===== config.mk =====
export PLATFORM = sky130hd
export DESIGN_NAME = center_of_mass
export DESIGN_NICKNAME = d
export VERILOG_FILES = /design/src/rtl/center_of_mass.sv
export SDC_FILE = /design/constraint.sdc
export NUM_CORES = 1
export LEC_CHECK = 0
export CORE_ASPECT_RATIO = 1.1
export CORE_MARGIN = 2
export CORE_UTILIZATION = 63
export CTS_CLUSTER_SIZE = 16
export DETAILED_ROUTE_END_ITERATION = 10
export PLACE_DENSITY = 0.92
export SYNTH_ARGS = -nofsm -noshare
export SYNTH_HDL_FRONTEND = slang
export SYNTH_SLANG_ARGS = --single-unit

===== constraint.sdc =====
create_clock -name clk -period 9.8 [get_ports clk]
set_input_delay 2.94 -clock clk [delete_from_list [all_inputs] [get_ports clk]]
set_output_delay 2.94 -clock clk [all_outputs]
set_load 0.02 [all_outputs]

===== src/rtl/center_of_mass.sv =====
// Pressure-weighted centroid of one tactile frame, scaled to display pixels.
// Accumulates weighted cell sums, then two restoring dividers run in parallel, one quotient bit per cycle.

module com_div_axis (
  input  logic        clk,
  input  logic        rst,
  input  logic        load,
  input  logic        step,
  input  logic [23:0] sum,
  input  logic [19:0] mass,
  output logic [9:0]  q_nxt
);
  logic [19:0] rem;
  logic [9:0]  lo;
  logic [9:0]  q;
  logic [20:0] trial;
  logic        ge;

  // (sum << 6) is split so that rem starts as dividend >> 10, which is below mass whenever Q < 1024
  assign trial = {rem, lo[9]};
  assign ge    = trial >= {1'b0, mass};
  assign q_nxt = {q[8:0], ge};

  always_ff @(posedge clk) begin
    if (!rst) begin
      rem <= '0;
      lo  <= '0;
      q   <= '0;
    end else if (load) begin
      rem <= sum[23:4];
      lo  <= {sum[3:0], 6'b0};
      q   <= '0;
    end else if (step) begin
      rem <= ge ? 20'(trial - {1'b0, mass}) : trial[19:0];
      lo  <= {lo[8:0], 1'b0};
      q   <= q_nxt;
    end
  end
endmodule

module center_of_mass #(
  parameter int SW_WIRE_CNT = 16,
  parameter int RD_WIRE_CNT = 16,
  parameter int VAL_WIDTH   = 12,
  parameter int THRESHOLD   = 200,
  parameter int MIN_MASS    = 64
) (
  input  logic                 clk,
  input  logic                 rst,
  input  logic                 sample_valid,
  input  logic [3:0]           sample_sw,
  input  logic [3:0]           sample_rd,
  input  logic [VAL_WIDTH-1:0] sample_val,
  input  logic                 frame_done,
  input  logic [1:0]           scale_in,
  output logic [10:0]          x_com,
  output logic [9:0]           y_com,
  output logic                 touch,
  output logic                 com_valid,
  output logic                 busy
);
  typedef enum logic [1:0] {ACCUM, DIV, OUT} state_t;

  state_t               state, state_nxt;
  logic [3:0]           cnt;
  logic [19:0]          mass, mass_nxt, mass_lat;
  logic [1:0][23:0]     sum, sum_nxt;
  logic [1:0][3:0]      idx;
  logic [1:0][9:0]      q_nxt;
  logic [VAL_WIDTH-1:0] w;
  logic [1:0]           scale_lat;
  logic                 take, start, step, last;

  function automatic logic [10:0] scale_px(input logic [9:0] q, input logic [1:0] s);
    logic [15:0] p;
    logic [10:0] half;
    case (s)
      2'd1:    begin p = {2'b0, q, 4'b0}; half = 11'd8;  end
      2'd2:    begin p = {1'b0, q, 5'b0}; half = 11'd16; end
      2'd3:    begin p = {q, 6'b0};       half = 11'd32; end
      default: begin p = {6'b0, q};       half = 11'd0;  end
    endcase
    return 11'(p >> 6) + half;
  endfunction

  assign take  = sample_valid && (state == ACCUM) &&
                 (32'(sample_sw) < SW_WIRE_CNT) && (32'(sample_rd) < RD_WIRE_CNT);
  assign w     = (sample_val > VAL_WIDTH'(THRESHOLD)) ? sample_val - VAL_WIDTH'(THRESHOLD) : '0;
  assign idx   = {sample_sw, sample_rd};   // axis 0 = x (read wire), axis 1 = y (switch wire)
  assign start = (state == ACCUM) && frame_done;
  assign step  = (state == DIV);
  assign last  = (state == DIV) && (cnt == 4'd9);

  always_comb begin
    mass_nxt = mass;
    sum_nxt  = sum;
    if (take) begin
      mass_nxt = mass + 20'(w);
      for (int a = 0; a < 2; a++) sum_nxt[a] = sum[a] + 24'(w) * 24'(idx[a]);
    end
  end

  always_ff @(posedge clk) begin
    if (!rst || start) begin
      mass <= '0;
      sum  <= '0;
    end else begin
      mass <= mass_nxt;
      sum  <= sum_nxt;
    end
  end

  always_ff @(posedge clk) begin
    if (!rst) begin
      mass_lat  <= '0;
      scale_lat <= '0;
    end else if (start) begin
      mass_lat  <= mass_nxt;
      scale_lat <= scale_in;
    end
  end

  for (genvar a = 0; a < 2; a++) begin : g_axis
    com_div_axis u_div (
      .clk   (clk),
      .rst   (rst),
      .load  (start),
      .step  (step),
      .sum   (sum_nxt[a]),
      .mass  (mass_lat),
      .q_nxt (q_nxt[a])
    );
  end

  always_ff @(posedge clk) begin
    if (!rst) begin
      state <= ACCUM;
      cnt   <= '0;
    end else begin
      state <= state_nxt;
      cnt   <= (state == DIV) ? cnt + 4'd1 : 4'd0;
    end
  end

  always_comb begin
    state_nxt = state;
    case (state)
      ACCUM:   if (frame_done) state_nxt = DIV;
      DIV:     if (cnt == 4'd9) state_nxt = OUT;
      OUT:     state_nxt = ACCUM;
      default: state_nxt = ACCUM;
    endcase
  end

  // Results are registered on the final divide step so they appear together with com_valid in OUT
  always_ff @(posedge clk) begin
    if (!rst) begin
      x_com     <= 11'h7FF;
      y_com     <= 10'h3FF;
      touch     <= 1'b0;
      com_valid <= 1'b0;
      busy      <= 1'b0;
    end else begin
      com_valid <= last;
      busy      <= (state_nxt != ACCUM);
      if (last) begin
        if (mass_lat < 20'(MIN_MASS)) begin
          x_com <= 11'h7FF;
          y_com <= 10'h3FF;
          touch <= 1'b0;
        end else begin
          x_com <= scale_px(q_nxt[0], scale_lat);
          y_com <= 10'(scale_px(q_nxt[1], scale_lat));
          touch <= 1'b1;
        end
      end
    end
  end
endmodule


==> results of run 1 <==
[kinds of logic (layout without fill, tap and decap cells)]
logic type | after synthesis | count (layout)
AND/OR/NAND/NOR | 600 | 600
AO/OA/AOI/OAI | 421 | 421
buffers and inverters | 268 | 281
flip-flops | 186 | 186
adder cells (fa/ha/maj) | 184 | 184
XOR/XNOR | 99 | 99
multiplexers | 55 | 55
[cells in the mapped netlist (3+ instances only)]
| master | count |
|---|---|
| nand2b_1 | 15 |
| o211a_1 | 7 |
| a22oi_1 | 15 |
| a31oi_1 | 10 |
| a211oi_2 | 3 |
| a211oi_1 | 20 |
| a211o_1 | 3 |
| o21bai_1 | 12 |
| o221ai_1 | 24 |
| fa_1 | 71 |
| nand3_1 | 26 |
| a21boi_0 | 11 |
| inv_1 | 183 |
| nor4b_1 | 4 |
| nor2b_1 | 32 |
| a21oi_1 | 127 |
| nor2_1 | 166 |
| xor2_1 | 34 |
| mux2_2 | 5 |
| dfxtp_1 | 186 |
| clkbuf_1 | 69 |
| buf_1 | 7 |
| mux2i_1 | 43 |
| o21ai_1 | 6 |
| ha_1 | 113 |
| o21ai_0 | 91 |
| buf_6 | 4 |
| a21o_1 | 26 |
| and3_1 | 39 |
| o2bb2ai_1 | 3 |
| and2_1 | 69 |
| o31ai_1 | 5 |
| o22ai_1 | 12 |
| o211ai_1 | 5 |
| o21a_1 | 14 |
| nand4_1 | 11 |
| nor3b_1 | 7 |
| mux4_2 | 7 |
| and4_1 | 4 |
| nor4_1 | 6 |
| nor3_1 | 25 |
| xnor2_1 | 65 |
| nand2_1 | 184 |
[cell usage in the layout (no fill, tap or decap), drive strengths merged, types with 10 or more instances in the layout]
cell / count
a211oi: 23
dfxtp: 186
and2: 70
buf: 18
a21oi: 127
clkdlybuf4s50: 48
nand4: 12
o21a: 14
a22oi: 15
and3: 39
nand2b: 15
fa: 71
clkbuf: 20
o21ai: 98
xnor2: 65
nand3: 26
o221ai: 24
a31oi: 10
xor2: 34
o21bai: 12
ha: 113
mux2i: 43
inv: 188
a21boi: 11
nor3: 25
nor2b: 32
o22ai: 13
nand2: 184
a21o: 26
nor2: 166
[final timing paths]
kind,startpoint,end,slack (ns),cells after the start
worst max-delay path,sample_val[5],g_axis[1].u_div.rem[18],0.86,22
worst min-delay path,x_com[10],x_com[10],0.47,2
worst max register to register,mass_lat[1],g_axis[0].u_div.rem[12],5.89,11
worst min register to register,x_com[10],x_com[10],0.47,2
[power groups by stage]
stage	clock network, W	logic (W)	registers [W]
2_1_floorplan	0	0.00213	0.000920
3_3_place_gp	0	0.00242	0.000940
3_5_place_dp	0	0.00252	0.000945
4_1_cts	0.000727	0.00258	0.000931
5_1_grt	0.000756	0.00288	0.000943
6_report	0.000724	0.00265	0.000937
[registers in the layout, indices dropped and copies added (netlist names)]
signal	flops
state	2
g_axis.u_div.lo	8
g_axis.u_div.q	18
sum	48
g_axis.u_div.rem	40
mass_lat	20
cnt	4
mass	20
busy	1
touch	1
com_valid	1
scale_lat	2
y_com	10
x_com	11
[critical path, stage by stage]
cell and delay (ns):
clkdlybuf4s50_1 0.45, nor3_1 0.30, nand3b_1 0.24, a21oi_1 0.08
nor3_1 0.53, a21oi_1 0.33, and2_1 0.27, fa_1 0.48
fa_1 0.55, inv_1 0.06, fa_1 0.50, inv_1 0.04
ha_1 0.33, o21ai_0 0.32, nor2_1 0.10, a21oi_1 0.35
o31ai_1 0.23, a221oi_1 0.48, nor2_1 0.13, xnor2_1 0.20
o221ai_1 0.13, nand3b_1 0.21
[metal layers]
metal	vias to the layer above	global-route usage	wire (um)
li1	6185	-	-
met1	6376	0.386	15400
met2	671	0.568	19100
met3	181	0.0517	2940
met4	0	0.186	2090
met5	-	0	0
[per-stage QoR]
stage          cells  utilization
2_1_floorplan   1813            -
3_5_place_dp    2094        0.671
5_1_grt         2126        0.698
4_1_cts         2126        0.698
6_report        2126        0.698
3_3_place_gp    2094        0.671
[layout make-up]
class                   instances  area, um2  area share
repair buffers                 66        613      0.0384
clock buffers                  20        447      0.0280
multi-input cells            1359       9940       0.623
clock inverters                12        160      0.0100
flip-flops and latches        186       3720       0.234
well taps                     300        375      0.0235
inverters                     183        687      0.0431
==> results.toml, run 1 <==
[outcome]
status = "completed"

[cells_and_area]
fillers = 1663
num_antenna_cells = 0
design_area_um2 = 15900
drive_gt1_frac = 0.0438
nets = 2023
syn_to_final_growth_pct = 8.52

[global_routing]
grt-ovfl-total = 0
grt_start_max_net_pins = 60
grt_pass1_vias = 13600
antenna_found_initial = 0
grt_use_total = 0.328
grt_pass1_wl_um = 64400

[place]
io_buffer_count = 49
dpl_cell_area_um2 = 15300
dp_hpwl_um = 27900
post-place-ws_ns = 0.536
routabilityCongestion = 0.936

[timing]
rsz0062_at_grt = "false"
tns_ns = 0
setup_viol = 0
slew_headroom = 0.194
layout_setup_ws_ns = 0.859
fmaxAchievable_mhz = 112
layout_min_cycle_time_ns = 8.94
fin_skew_ns = 0.0209
min_period_over_period = 0.912
tightest_slew_ns = 1.21
hold_viol = 0
maxSlewViolCount = 0
holdWs_ns = 0.474

[worst_setup_path]
crit_required_ns = 10.12
arrival_ns = 9.27
cp-start-kind = "primary input"
crit_path_max_fanout = 9
criticalPathCategory = "primary input to flop"
end_kind = "flop"

[synth]
synth-seq-area-share = 0.253
synth.area.top_cells = "dfxtp_1, fa_1, ha_1"
synth_xor_area_frac = 0.0590
syn_area_per_cell_um2 = 8.10
synth_edf_count = 0
yosysTopAreaCell = "dfxtp_1"
synthAdderAreaFrac = 0.193
synthMuxAreaShare = 0.0439
synth_cells = 1813
synth_nets = 2023
synth_top_family_by_area = "simple AND/OR/NAND/NOR gates"
synth-async-reset-ratio = 0
netlist.area_leader.share = 0.253
synth_cell_types = 74
syn_area_um2 = 14700
ys_warn_count = 0
ys_ff_latch = 186
synth_compound_area_frac = 0.185
ys.flop_type = "dfxtp_1"
synth-simple-area-share = 0.195

[detailed_routing]
routed_wl_um = 39500
firstDrtPassIters = 8
routedWlPerCell_um = 18.6
drt_drc_violations_left = 0
ant_nets = 0
drt-initial-drc-count = 1297
vias = 13400
viasPerCell = 6.31

[cts]
cts_tree = "yes"
clkLatencyLatePin_ns = 0.46
root_buffer = "clkbuf_16"
clockBufferDepth = 2
ctsResizeCount = 0
post_cts_buffers = 0
clk_pin_slew_worst_paths_ns = 0.08
clock-sinks = 186
h-tree-depth = 4
numCtsBuffers = 17
cts_hold_buf = 0

[die]
fp.dieArea_um2 = 24600
core_area_um2 = 22900
boundaryPins = 50
num_rows = 58
die_w_um = 150
initial_utilization = 0.643
die_y_um = 164

[pwr]
finalPower_w = 0.00431
power_density_nw_per_um2 = 270
pwr-share-clk = 0.168
ir_worst_vdd_v = 0.000356
seqPwrFrac = 0.217
netSwitchingPower_w = 0.00196
p_leak_nw = 7.00
switching_share = 0.454
combPwrFrac = 0.615
p_int_w = 0.00235

[run]
max_cap_viol_count = 0

[min_path]
holdCritPathClass = "flop to flop"
Power figures use the tool's default switching activity.
==> inputs of run 2 (changes only) <==
Settings changed: TNS_END_PERCENT set to 100.
==> results of run 2 <==
No change in the layout: final DEF, timing and power equal those of run 1.
